--- src/rtl/seq_detect_fsm.sv ---
// -----------------------------------------------------------------------------
// seq_detect_fsm
// Parametrised Moore sequence detector on a valid/ready symbol stream.
// A DEPTH-symbol pattern and a run mode are captured on start. Symbols are
// consumed while scanning. A completed pattern raises match for HOLD cycles,
// then the FSM either resumes scanning (continuous) or parks in DONE
// (single-shot) until clr.
//
// Ports
//   clk       rising-edge clock
//   reset     asynchronous, active-low reset
//   start     IDLE only: capture pat/mode, clear hit count, enter SCAN
//   clr       synchronous abort to IDLE (hit count and pattern retained)
//   mode      0 = single-shot, 1 = continuous (captured on start)
//   pat       DEPTH symbols, symbol 0 in the LSBs
//   in_valid  input symbol valid
//   in_sym    input symbol
//   in_ready  high only in SCAN
//   match     high only in HIT
//   done      high only in DONE
//   state     IDLE=00 SCAN=01 HIT=10 DONE=11
//   progress  pattern symbols matched so far
//   hit_cnt   hits since last start, saturating at all-ones
// -----------------------------------------------------------------------------
module seq_detect_fsm #(
   parameter int SYM_W = 3,
   parameter int DEPTH = 4,
   parameter int HOLD  = 2,
   parameter int CNT_W = 8
) (
   input  logic                       clk,
   input  logic                       reset,
   input  logic                       start,
   input  logic                       clr,
   input  logic                       mode,
   input  logic [DEPTH*SYM_W-1:0]     pat,
   input  logic                       in_valid,
   input  logic [SYM_W-1:0]           in_sym,
   output logic                       in_ready,
   output logic                       match,
   output logic                       done,
   output logic [1:0]                 state,
   output logic [$clog2(DEPTH)-1:0]   progress,
   output logic [CNT_W-1:0]           hit_cnt
);

   localparam int PW = $clog2(DEPTH);
   localparam int HW = (HOLD > 1) ? $clog2(HOLD) : 1;

   typedef enum logic [1:0] {
      ST_IDLE = 2'b00,
      ST_SCAN = 2'b01,
      ST_HIT  = 2'b10,
      ST_DONE = 2'b11
   } state_t;

   state_t                   state_r, state_s;
   logic [PW-1:0]            prog_r, prog_s;
   logic [HW-1:0]            hold_r, hold_s;
   logic [CNT_W-1:0]         cnt_r, cnt_s;
   logic [DEPTH*SYM_W-1:0]   pat_r, pat_s;
   logic                     mode_r, mode_s;
   logic                     xfer_s;
   logic [SYM_W-1:0]         exp_sym_s;
   logic                     in_ready_r, match_r, done_r;

   // Handshake and the symbol the pattern expects next.
   always_comb begin
      xfer_s    = in_valid && (state_r == ST_SCAN);
      exp_sym_s = pat_r[32'(prog_r) * SYM_W +: SYM_W];
   end

   // Next-state logic: clr dominates, then per-state behaviour.
   always_comb begin
      state_s = state_r;
      prog_s  = prog_r;
      hold_s  = hold_r;
      cnt_s   = cnt_r;
      pat_s   = pat_r;
      mode_s  = mode_r;
      if (clr) begin
         state_s = ST_IDLE;
         prog_s  = {PW{1'b0}};
      end else begin
         case (state_r)
            ST_IDLE: begin
               if (start) begin
                  pat_s   = pat;
                  mode_s  = mode;
                  cnt_s   = {CNT_W{1'b0}};
                  prog_s  = {PW{1'b0}};
                  state_s = ST_SCAN;
               end else begin
                  state_s = ST_IDLE;
               end
            end
            ST_SCAN: begin
               if (xfer_s) begin
                  if (in_sym == exp_sym_s) begin
                     if (prog_r == PW'(DEPTH - 1)) begin
                        state_s = ST_HIT;
                        hold_s  = HW'(HOLD - 1);
                        prog_s  = {PW{1'b0}};
                        if (cnt_r != {CNT_W{1'b1}}) begin
                           cnt_s = cnt_r + CNT_W'(1);
                        end else begin
                           cnt_s = cnt_r;
                        end
                     end else begin
                        prog_s = prog_r + PW'(1);
                     end
                  end else begin
                     // Simple restart: a mismatching symbol may itself begin a new attempt.
                     prog_s = (in_sym == pat_r[SYM_W-1:0]) ? PW'(1) : PW'(0);
                  end
               end else begin
                  state_s = ST_SCAN;
               end
            end
            ST_HIT: begin
               if (hold_r == HW'(0)) begin
                  if (mode_r) begin
                     state_s = ST_SCAN;
                  end else begin
                     state_s = ST_DONE;
                  end
               end else begin
                  hold_s = hold_r - HW'(1);
               end
            end
            ST_DONE: begin
               state_s = ST_DONE;
            end
            default: begin
               state_s = ST_IDLE;
               prog_s  = {PW{1'b0}};
            end
         endcase
      end
   end

   // State registers; status flags are registered from the next state so they track state_r exactly.
   always_ff @(posedge clk or negedge reset) begin
      if (!reset) begin
         state_r    <= ST_IDLE;
         prog_r     <= {PW{1'b0}};
         hold_r     <= {HW{1'b0}};
         cnt_r      <= {CNT_W{1'b0}};
         pat_r      <= {(DEPTH*SYM_W){1'b0}};
         mode_r     <= 1'b0;
         in_ready_r <= 1'b0;
         match_r    <= 1'b0;
         done_r     <= 1'b0;
      end else begin
         state_r    <= state_s;
         prog_r     <= prog_s;
         hold_r     <= hold_s;
         cnt_r      <= cnt_s;
         pat_r      <= pat_s;
         mode_r     <= mode_s;
         in_ready_r <= (state_s == ST_SCAN);
         match_r    <= (state_s == ST_HIT);
         done_r     <= (state_s == ST_DONE);
      end
   end

   assign in_ready = in_ready_r;
   assign match    = match_r;
   assign done     = done_r;
   assign state    = state_r;
   assign progress = prog_r;
   assign hit_cnt  = cnt_r;

endmodule

--- config.mk ---
export PLATFORM = sky130hd
export DESIGN_NAME = seq_detect_fsm
export DESIGN_NICKNAME = d
export VERILOG_FILES = /design/src/rtl/seq_detect_fsm.sv
export SDC_FILE = /design/constraint.sdc
export NUM_CORES = 1
export LEC_CHECK = 0
export ABC_AREA = 1
export BUFFER_PORTS_ARGS = -buffer_cell sky130_fd_sc_hd__buf_2
export CAP_MARGIN = 40
export CORE_MARGIN = 8
export CORE_UTILIZATION = 30
export CTS_CLUSTER_DIAMETER = 100
export DETAILED_ROUTE_END_ITERATION = 10
export SETUP_SLACK_MARGIN = 0.2
export SLEW_MARGIN = 25
export SYNTH_ARGS = -nofsm -noshare
export SYNTH_HDL_FRONTEND = slang
export SYNTH_SLANG_ARGS = --single-unit
--- constraint.sdc ---
create_clock -name clk -period 3.25 [get_ports clk]
set_clock_uncertainty 0.2 [all_clocks]
set_input_delay 0 -clock clk [delete_from_list [all_inputs] [get_ports clk]]
set_output_delay 0 -clock clk [all_outputs]
set_load 0.005 [all_outputs]
* After elaboration in Yosys (flattened, before gate mapping)
Index checks and enable logic that the tools add are counted.
Word-level totals: register bits after elaboration 29, output and inout port bits 15, bits of input ports 21, word-level logic and storage cells 67
Operators by class: equal/unequal tests 17, mux-type cells 26, multiply operators 1, add/subtract/negate cells 3, reductions and logical operators 9, shift operators 1, bitwise logic cells 1
Operators by type and width (number):
- 2-to-1 mux 8 bit | 5
- 2-to-1 mux 2 bit | 11
- one-hot mux 8 bit (2 select lines) | 1
- variable part select 12 x 5 -> 3 bit | 1
- equality test 2 bit (second input constant) | 5
- adder 8 x 1 -> 8 bit (second input constant) | 1
- inequality test 8 bit (second input constant) | 1
- one-hot mux 2 bit (4 select lines) | 1
- AND reduction 7 bit | 1
- equality test 3 bit | 2
- 2-to-1 mux 1 bit | 6
- inequality test 2 x 1 -> 1 bit (second input constant) | 3
- inequality test 3 bit (second input constant) | 2
- AND reduction 3 bit | 2
- AND reduction 5 bit | 1
- equality test 2 x 1 -> 1 bit (second input constant) | 2
- multiplier 2 x 2 -> 4 bit (second input constant) | 1
- inequality test 2 bit (second input constant) | 2
- one-hot mux 2 bit (2 select lines) | 1
- nonzero test 2 bit | 2
- nonzero test 3 bit | 1
- adder 2 x 1 -> 2 bit (second input constant) | 1
- zero test 2 bit | 1
- one-hot mux 1 bit (2 select lines) | 1
- 3 further kinds | 3

* Longest topological paths before layout
depth after elaboration 8, depth in mapped cells 12, depth with buffers taken out 11

* Least setup slack after synthesis
OpenSTA, ideal clock, no wires.
kind register -> register, start point register cnt_r[0], in the netlist hit_cnt[0], end point register cnt_r[5], in the netlist hit_cnt[5], required time 2932 ps, data arrival time 1319 ps, period minus slack after synthesis 1637 ps, setup time 118 ps, path slack 1613 ps, cell stages (with the launch flop) 10, path buffers 0, path through dfrtp_1 -> ha_1 -> nand2_1 -> nor2_1 -> nand3_1 -> nor2_2 -> nor2_4 -> nand2_2 -> nand3_1 -> nand2_1
On the way: longest elaborated chain between the ends 6, elaborated cells between the ends (all ways) 9, classes of those cells add/sub: 1; eq/ne: 2; mux: 5; reduce/logical: 1
RTL lines:
- start, declared | RTL line 60 | logic [CNT_W-1:0] cnt_r, cnt_s;
- start signal, assigned | RTL line 148 | cnt_r <= {CNT_W{1'b0}};
- start signal, assigned | RTL line 158 | cnt_r <= cnt_s;
- adder 8 x 1 -> 8 bit | RTL line 105 | cnt_s = cnt_r + CNT_W'(1);
- 2-to-1 mux 8 bit | RTL line 104 | if (cnt_r != {CNT_W{1'b1}}) begin
- 2-to-1 mux 8 bit | RTL line 100 | if (prog_r == PW'(DEPTH - 1)) begin
- 2-to-1 mux 8 bit | RTL line 99 | if (in_sym == exp_sym_s) begin
- 2-to-1 mux 8 bit | RTL line 98 | if (xfer_s) begin
- one-hot mux 8 bit (2 select lines) | RTL line 85 | case (state_r)
Parallel ways exist; a longest one is shown, timed or not. The select of a mux whose other input is x is not followed. A chain may end at the register's enable or synchronous reset.

* Worst setup path after layout
start point register prog_r[0], in the netlist progress[0], end point register cnt_r[2], in the netlist hit_cnt[2]
On the way: longest elaborated chain between the ends 5, elaborated cells between the ends (all ways) 7, classes of those cells mul: 1; eq/ne: 4; shift: 1; reduce/logical: 1
RTL lines:
- start, declared | RTL line 58 | logic [PW-1:0] prog_r, prog_s;
- start signal, assigned | RTL line 146 | prog_r <= {PW{1'b0}};
- start signal, assigned | RTL line 156 | prog_r <= prog_s;
- multiplier 2 x 2 -> 4 bit | RTL line 70 | exp_sym_s = pat_r[32'(prog_r) * SYM_W +: SYM_W];
- variable part select 12 x 5 -> 3 bit | RTL line 70
- equality test 3 bit | RTL line 99
- inequality test 2 x 1 -> 1 bit (no line)
- AND reduction 7 bit (no line) *
Mark *: on every way between the ends. The rest lies on a longest branch, timed or not.

==> summary.txt <==
Yosys
  • Post-synth cell types: 28
  • Count of flip-flops with a built-in enable after synthesis: 0
  • Number of instances in the synthesized netlist: between 150 and 200
  • Portion of synthesized cell area occupied by the leading cell type: between 40% and 50%
  • Top_reg_cell synth: sky130_fd_sc_hd__dfrtp_1
  • Synthesized area: 0.001620 mm^2
  • Async set-reset flop share out of synthesis: 100.0%
  • Top cells by area, synth: sky130_fd_sc_hd__dfrtp_1, sky130_fd_sc_hd__nand2_1, sky130_fd_sc_hd__nand3_1, sky130_fd_sc_hd__inv_1, sky130_fd_sc_hd__nand4_1
  • Syn_nets: about 210
  • Cell type contributing the most total cell area after synthesis: sky130_fd_sc_hd__dfrtp_1
  • Number of register bits inferred by synthesis: 29
  • Synthesized area per cell: 8.528 um^2
  • Warnings, synthesis: 0
  • Register area share after synthesis: 44.79%

Cells and area
  • Share of the core filled with cells in the final layout: approximately 40%
  • Area growth from synthesis to final layout: 31.27%
  • Area of combinational cells with multiple inputs: between 700 and 800 um^2
  • Fill cell total of the finished layout: around 520
  • Final cell count without fillers: between 300 and 400
  • Number of antenna diodes: 0
  • Final net count: roughly 270
  • Proportion of layout cells with a drive suffix above 1: between 20% and 30%
  • Leading cell types in the layout, fill and taps excluded: sky130_fd_sc_hd__nand2_1, sky130_fd_sc_hd__buf_2, sky130_fd_sc_hd__dfrtp_1
  • Sequential Area: about 730 um^2
  • Leading cell type in the layout, fill and taps excluded: sky130_fd_sc_hd__nand2_1

Drt
  • DRC violation total after the first TritonRoute iteration: 97
  • Residual DRC count: 0
  • Post-detailed-route count of antenna-violating nets: 0
  • Total routed wirelength: around 3900 um
  • Avg WL per Cell: about 12 um
  • Length of the first detailed-routing pass in iterations: 5
  • Number of vias per cell: 4.678
  • Via count: 1483

STA
  • Final Max Slew Viols: 0
  • Maximum clock frequency: between 400 and 500 MHz
  • Setup TNS: 0 ns
  • Final critical path time including I/O delays and setup: 2.005 ns
  • Final setup violation count: 0
  • Rel. slew slack: between 50% and 60%
  • Final cycle utilization of the critical path: between 60% and 70%
  • Count of endpoints failing hold in the final timing report: 0
  • Tightest Pin Transition: 0.6475 ns
  • RSZ-0062 raised after global routing: no

Placement
  • Number of port buffers: 35
  • Detailed-placement wirelength estimate: between 2000 and 3000 um
  • Routability congestion estimate: slightly below 0.8
  • Placed cell count: 290

Setup path
  • Crit-path max FO: 11
  • Path type of the worst setup path: register to register
  • Peak per-stage delay on the critical path: roughly 0.56 ns
  • Data required time of the worst path: approximately 3.2 ns
  • Most used cell along the critical path: sky130_fd_sc_hd__nand2_1
  • Signal arrival time at the worst endpoint: just under 2 ns
  • Slowest cell on the critical path: sky130_fd_sc_hd__dfrtp_1
  • Cell-by-cell trace of the critical path: inv_4 -> nand2_1 -> nand3_1 -> nand2_1 -> nand2_1 -> nand2_2 -> nand2_2 -> nor2_4 -> nand2_2 -> nand3_1 -> nand2_1
  • Critical Path Source Type: register
  • Type of destination of the critical path: register

Power
  • Clock network power share: about a third
  • Tot Pwr: about 0.87 mW
  • Pwr per Cell Area: 408.7 mW/mm^2
  • Switching Fraction: ~29%
  • Switching power of the nets: between 0.2 and 0.25 mW
  • Internal power contribution: 0.6215 mW
  • Static leakage: between 1 and 1.5 nW
  • Maximum vdd ir drop: 0.1647 mV
  • Seq pwr share: about half
  • Proportion of power drawn by combinational gates: 18.5%

Run status
  • Status: finished, final reports clean

Clock tree
  • Number of levels in the clock H-tree: 2
  • Post-CTS clock slew at the launch and capture registers of the worst setup and hold paths: around 0.060 ns
  • Bufs on Longest Clock Path: 2
  • Sinks on Clock Net: 29
  • Master cell of the clock root buffer: sky130_fd_sc_hd__clkbuf_8
  • TritonCTS Buffers: 5
  • Latest clock arrival within the worst-skew pair: between 0.2 and 0.3 ns
  • TritonCTS clock tree: built

Floorplanning
  • Horizontal extent of the die: about 89 um
  • Total Die Area: ~0.0080 mm^2
  • Effective utilization at floorplan: between 30% and 40%
  • Row Count: 26
  • Area inside the core boundary: between 0.005 and 0.006 mm^2
  • # IOs: 36
  • Die Span Y: 89.49 um

Global route
  • Via count of the first global-routing pass: around 1500
  • Number of antenna violations at the first check in global routing: 0
  • Overall fraction of global-route tracks in use: between 10% and 20%
  • Gr ovfl total: 0
  • Maximum number of pins on one net before global-route repair: 30
  • Global-route wire length before repair: just under 7000 um

Flow run
  • Max capacitance violation total: 0

Worst hold path
  • Type of the tightest min-delay check: input port to register
[layer usage]
| metal | vias to the layer above | GRT usage [%] | wire length [um] |
|---|---|---|---|
| li1 | 741 | - | - |
| met3 | 8 | 3.585 | 264 |
| met5 | - | 0 | 0 |
| met1 | 700 | 13.47 | 1778 |
| met4 | 0 | 5.438 | 78 |
| met2 | 34 | 17.10 | 1775 |
[per-stage QoR]
step | hold slack, ns | area [um^2] | setup slack (ns)
final | 0.01570 | 2127 | 1.245
after global placement | -0.1277 | 1839 | 1.219
after CTS | 0.007155 | 2127 | 1.251
after global routing | 0.08339 | 2127 | 1.034
after floorplan | -0.4956 | 1620 | 1.613
after detailed placement | -0.1298 | 1854 | 1.259
[power groups by stage]
stage                     Sequential (mW)  Clock, mW  Combinational (mW)
after floorplan                     0.420          0               0.109
after global placement              0.431          0               0.139
after detailed placement            0.431          0               0.145
after CTS                           0.425      0.296               0.163
after global routing                0.430      0.311               0.183
final                               0.425      0.283               0.161
[synth_stat cells, types with 2 or more instances]
master,count
sky130_fd_sc_hd__nand4_1,13
sky130_fd_sc_hd__nor2_4,2
sky130_fd_sc_hd__nor3_1,3
sky130_fd_sc_hd__buf_2,2
sky130_fd_sc_hd__o211ai_1,2
sky130_fd_sc_hd__mux2_2,5
sky130_fd_sc_hd__nand2_1,40
sky130_fd_sc_hd__inv_1,23
sky130_fd_sc_hd__nand2_2,5
sky130_fd_sc_hd__ha_1,2
sky130_fd_sc_hd__dfrtp_1,29
sky130_fd_sc_hd__nor2_1,6
sky130_fd_sc_hd__buf_6,2
sky130_fd_sc_hd__a21oi_1,5
sky130_fd_sc_hd__mux2_1,7
sky130_fd_sc_hd__o21ai_0,3
sky130_fd_sc_hd__xor2_1,4
sky130_fd_sc_hd__xnor2_1,3
sky130_fd_sc_hd__nand3_1,25
[registers in the layout, summed over array words and instances (netlist names)]
register,cells
in_ready,1
hit_cnt,8
match,1
progress,2
pat_r,12
state,2
mode_r,1
done,1
hold_r,1
[final cells by class]
| cell class | instances | area share (%) |
|---|---|---|
| repair buffers | 55 | 17.88 |
| multi-input cells | 130 | 35.47 |
| inverters | 25 | 4.529 |
| clock buffers | 6 | 3.412 |
| well taps | 70 | 4.118 |
| flip-flops and latches | 29 | 34.12 |
| clock inverters | 2 | 0.4706 |
[path summary, 6_finish.rpt]
kind,slack [ns],endpoint,cells past startpoint,start
setup / recovery,1.24,hit_cnt[2]$_DFFE_PN0P_,11,progress[0]$_DFFE_PN0P_
max in group asynchronous,2.34,state[0]$_DFF_PN0_,2,reset
min in group asynchronous,0.08,pat_r[5]$_DFFE_PN0P_,2,reset
setup reg to reg,1.24,hit_cnt[2]$_DFFE_PN0P_,11,progress[0]$_DFFE_PN0P_
hold reg to reg,0.29,pat_r[9]$_DFFE_PN0P_,1,pat_r[9]$_DFFE_PN0P_
hold / removal,0.02,progress[0]$_DFFE_PN0P_,6,in_sym[0]
[kinds of logic after synthesis]
| group | Yosys count | share of synthesized area (%) |
|---|---|---|
| muxes | 12 | 8.340 |
| AOI/OAI and AO/OA | 12 | 4.092 |
| and+or+nand+nor | 97 | 28.80 |
| adders and majority gates | 2 | 1.544 |
| DFF | 29 | 44.79 |
| buffers and inverters | 31 | 8.648 |
| xor gates and xnor gates | 7 | 3.784 |
[critical path: cells and delay by family (launching register included)]
family / cells / cell delay [ns]
simple gates: 10 / 1.05
flops: 1 / 0.56
buf+inv: 1 / 0.09
[what timing repair did]
| action | 4_1_cts | 5_1_grt |
|---|---|---|
| hold endpoints to repair | 49 | 0 |
| setup buffers | 0 | 0 |
| endpoints found under the setup margin | 0 | 0 |
| gates resized for setup | 0 | 0 |
| hold buffers | 19 | 0 |
Power figures use the tool's default switching activity.
